<file path="config.mk">
export PLATFORM = sky130hd
export DESIGN_NAME = gb_length_function
export DESIGN_NICKNAME = d
export VERILOG_FILES = /design/src/rtl/gb_apu_pkg.sv /design/src/rtl/gb_rising_edge.sv /design/src/rtl/gb_length_function.sv
export SDC_FILE = /design/constraint.sdc
export NUM_CORES = 1
export LEC_CHECK = 0
export CORE_AREA = 3 3 40 42
export CTS_BUF_LIST = sky130_fd_sc_hd__clkbuf_2 sky130_fd_sc_hd__clkbuf_4 sky130_fd_sc_hd__clkbuf_8
export CTS_CLUSTER_DIAMETER = 150
export CTS_CLUSTER_SIZE = 14
export DETAILED_ROUTE_END_ITERATION = 10
export DIE_AREA = 0 0 43 45
export GPL_ROUTABILITY_DRIVEN = 0
export GPL_TIMING_DRIVEN = 0
export SLEW_MARGIN = 15
export SYNTH_ARGS = -nofsm -noshare
export SYNTH_HDL_FRONTEND = slang
export SYNTH_HIERARCHICAL = 1
export SYNTH_SLANG_ARGS = --single-unit
</file>
<file path="constraint.sdc">
create_clock -name clk -period 1.55 [get_ports clk]
set_input_delay 0.31 -clock clk [delete_from_list [all_inputs] [get_ports clk]]
set_output_delay 0.31 -clock clk [all_outputs]
set_load 0.005 [all_outputs]
</file>
<file path="src/rtl/gb_apu_pkg.sv">
// rtl/gb_apu_pkg.sv - shared constants for the APU length counters
// Purpose: length-counter widths shared by the channel blocks.
//   LEN_WIDTH_SQ   : square/noise channel length width (6 bits)
//   LEN_WIDTH_WAVE : wave channel length width (8 bits)
package gb_apu_pkg;

  localparam int LEN_WIDTH_SQ   = 6;
  localparam int LEN_WIDTH_WAVE = 8;

endpackage

</file>
<file path="src/rtl/gb_rising_edge.sv">
// rtl/gb_rising_edge.sv - single-cycle rising-edge detector
// Purpose: one-cycle pulse on each low-to-high transition of d_i.
// Only built with GB_LENGTH_TICK_EDGE_EN; the level-tick build has no use for it.
// Ports:
//   clk_i  : clock
//   rst_ni : asynchronous active-low reset (previous-value flop clears to 0)
//   d_i    : sampled level
//   rise_o : high for the cycle in which d_i is 1 and was 0 on the previous edge
`ifdef GB_LENGTH_TICK_EDGE_EN
module gb_rising_edge (
  input  logic clk_i,
  input  logic rst_ni,
  input  logic d_i,
  output logic rise_o
);

  logic prev_q;

  always_ff @(posedge clk_i or negedge rst_ni) begin
    if (!rst_ni) begin
      prev_q <= 1'b0;
    end else begin
      prev_q <= d_i;
    end
  end

  assign rise_o = d_i & ~prev_q;

endmodule
`endif

</file>
<file path="src/rtl/gb_length_function.sv">
// rtl/gb_length_function.sv - channel length counter with enable flag
// Purpose: loads a length on start, counts length-clock ticks up to 2^WIDTH
// and drops the channel enable on wrap when length-enable (single) is set.
// Config: define GB_LENGTH_TICK_EDGE_EN to count rising edges of clk_length_ctr
//         instead of every cycle it is high.
// Ports:
//   clk            : clock
//   reset          : asynchronous active-low reset
//   clk_length_ctr : length-clock tick strobe
//   start          : channel trigger (level, priority over tick)
//   single         : 1 = stop at terminal count, 0 = play forever
//   length         : counter load value
//   enable         : registered channel-on flag
module gb_length_function
  import gb_apu_pkg::*;
#(
  parameter int WIDTH = LEN_WIDTH_SQ
) (
  input  logic             clk,
  input  logic             reset,
  input  logic             clk_length_ctr,
  input  logic             start,
  input  logic             single,
  input  logic [WIDTH-1:0] length,
  output logic             enable
);

  logic [WIDTH-1:0] cnt_q, cnt_d;
  logic             en_q, en_d;
  logic             run_q;
  logic             tick;

  // run_q stays low through the first edge after reset release, so a tick
  // coincident with the release edge is never processed.
  always_ff @(posedge clk or negedge reset) begin
    if (!reset) begin
      run_q <= 1'b0;
    end else begin
      run_q <= 1'b1;
    end
  end

`ifdef GB_LENGTH_TICK_EDGE_EN
  logic tick_rise;

  gb_rising_edge u_tick_edge (
    .clk_i  (clk),
    .rst_ni (reset),
    .d_i    (clk_length_ctr),
    .rise_o (tick_rise)
  );

  assign tick = tick_rise & run_q;
`else
  assign tick = clk_length_ctr & run_q;
`endif

  always_comb begin
    cnt_d = cnt_q;
    en_d  = en_q;
    if (start) begin
      // Trigger wins over a same-cycle tick; that tick is dropped.
      cnt_d = length;
      en_d  = 1'b1;
    end else if (tick && en_q && single) begin
      cnt_d = cnt_q + WIDTH'(1);
      // Wrapping from all-ones is the terminal count: enable falls on this edge.
      if (&cnt_q) begin
        en_d = 1'b0;
      end
    end
  end

  always_ff @(posedge clk or negedge reset) begin
    if (!reset) begin
      cnt_q <= '0;
      en_q  <= 1'b0;
    end else begin
      cnt_q <= cnt_d;
      en_q  <= en_d;
    end
  end

  assign enable = en_q;

endmodule

</file>
==> run metrics <==
outcome=complete, no violations; Sink Count=8; root buffer cell=clkbuf_4; Synth Area in XOR/XNOR=0.0213; CTS H-Tree Depth=1; vias in the first global route=334; final layout net count=72; Reg clk slew, reported paths=0.06 ns; DR iter-0 viols=7; Compound-Gate Fraction of Synth Area=0.155; Max Cap Violations=0; First-pass DRT Iterations=2; Hold-fix buffers, CTS=0; unrepaired setup endpoints after global routing=no; Setup WS post-layout=0.0586 ns; Synth Instances=42; DR vias=367; GR Util met1=0.140; clock skew=0.00548 ns; largest family of logic cells by synthesized area=simple AND/OR/NAND/NOR gates; Switch Pwr=125 uW; fin area=577 um2; Top Usage Layer GRT=met2; number of synthesized register bits=8; die area=1940 um2; met2 usage=0.165; Post-Route WL=947 um; PortBufs=11; sequential share of the synthesized area=0.486; Initial Utilization=0.320; Die Width=43 um; Sw Ratio=0.259; synth unique cells=18; Area growth, synth to finish=40.1%; TritonCTS buffer count=3; R2R setup slack=0.06 ns; crit share post-route=0.962; Post-Synth Adder-Cell Area=0.0304; GR Util All Layers=0.112; HP Class=in2async; # IOs=12; ANT cells=0; PD cells=836 nW/um2; worst r2r dst=cnt_q[2]; static leakage=0.000240 uW; pre-CTS WS=-0.280 ns; fin crit period=1.49 ns; Reg2Reg Depth=4; Core Area=1280 um2; Yosys warnings=6; initial antenna violation count=0; DRC Markers=0; element type at the critical path end=flop; critical path startpoint=cnt_q[0]; Area contributors post-synth=dfrtp_1, o31ai_1, nand3_1; Synth top area share=0.486; first-pass GRT wire length=1530 um; Max Fanout on Critical Path=4; Reg2Reg Launch Point=cnt_q[0]; latest clock arrival within the worst-skew pair=0.25 ns; maximum VDD drop=0.396 mV; Vias/cell=5.03; Achievable Freq=671 MHz; logic gate share of total power=0.163; Post-Synth Simple-Gate Area=0.228; leading cell type in the layout, fill and taps excluded=clkdlybuf4s50_1; Clock Path Buffers=2; drt wl/cell=13.0 um; Routed Antenna Nets=0; sequential share of power=0.502; DP Area=541 um2; crit path DAT=1.68 ns; die height=45 um; WS Path Type=reg2reg; mux share of post-synthesis cell area=0.0243; Int Power=357 uW; Net Count, Synth=54; DP Cell Count=68; grt ovf=0; GR Util met3=0.0279; clock group share of total power=0.334; WP data required=1.74 ns; Setup TNS=0 ns; # setup viols final=0; commonest non-fill, non-tap cells in the layout=clkdlybuf4s50_1, dfrtp_1, nand2_1; Post-DP HPWL=645 um; syn avg cell area=9.80 um2; non-filler cells, final=73; max-slew violations=0; Hold Vio Cnt, Final=0; largest net degree at the start of global routing=9; CTS tree=yes; nature of the critical path startpoint=flop; num rows=13; layout cell share with drive strength beyond 1=0.155; mapped cell area=412 um2; area leader, netlist=dfrtp_1
[layer usage]
| metal | vias to the layer above | wire, um |
|---|---|---|
| met5 | - | 0 |
| met4 | 0 | 12 |
| met3 | 2 | 56 |
| met2 | 8 | 450 |
| met1 | 169 | 427 |
| li1 | 188 | - |
[synthesized netlist by cell type]
library cell / count
o31ai_1: 3
nor2_1: 3
or4_2: 1
nand2_1: 5
a31oi_1: 3
mux2i_1: 1
or3_2: 1
ha_1: 1
dfrtp_1: 8
nand3_1: 4
conb_1: 1
or4_1: 2
o21ai_0: 3
o211ai_1: 1
nand4_2: 1
inv_1: 2
xor2_1: 1
buf_6: 1
[critical path: stages, from the launching register on]
cell and delay [ns]:
dfrtp_1 0.40, ha_1 0.18, inv_1 0.07, or4_2 0.67, nand3_1 0.10
[registers in the layout, summed over array words and instances, names as in the netlist]
signal	cells
enable	1
run_q	1
cnt_q	6
[through the flow]
stage / utilization / power, uW / hold WS [ns]
after floorplan: - / 280 / 0.0144
after global placement: 0.421 / 321 / 0.543
after detailed placement: 0.421 / 322 / 0.559
after CTS: 0.447 / 491 / 0.359
after global routing: 0.449 / 516 / 0.370
final: 0.449 / 482 / 0.350
[worst max-delay path by stage]
stage / endpoint / slack, ns
after CTS: cnt_q[4] / 0.01
after detailed placement: cnt_q[4] / -0.28
after global placement: cnt_q[2] / -0.21
after floorplan: cnt_q[2] / 0.15
final: cnt_q[2] / 0.06
after global routing: cnt_q[2] / 0.001
[cell families (layout without fill, tap and decap cells)]
family	Yosys count	count (layout)
AOI/OAI and AO/OA	10	10
and+or+nand+nor	17	17
buffers and inverters	3	19
other	1	1
muxes	1	1
DFF	8	8
xor gates and xnor gates	1	1
adders and majority gates	1	1
[area by class of cell]
class | count | area (um2)
fill | 137 | 708
sequential | 8 | 200
multi-input combinational | 31 | 193
timing repair buffer | 13 | 124
clock buffer | 3 | 22.5
tap | 15 | 18.8
buffer | 1 | 11.3
inverter | 2 | 7.51
[power groups by stage]
stage	registers (uW)	clock network [uW]	logic, uW
2_1_floorplan	241	0	38.5
3_3_place_gp	245	0	76.1
3_5_place_dp	245	0	77.2
4_1_cts	242	169	80.0
5_1_grt	246	182	87.7
6_report	242	161	78.8
[timing repair]
action,CTS,global route
setup endpoints to repair,1,1
gates resized for setup,1,1
setup buffers,2,0
cloned,0,0
pin swaps,2,1
No activity file was read; power rests on OpenSTA's default activity.
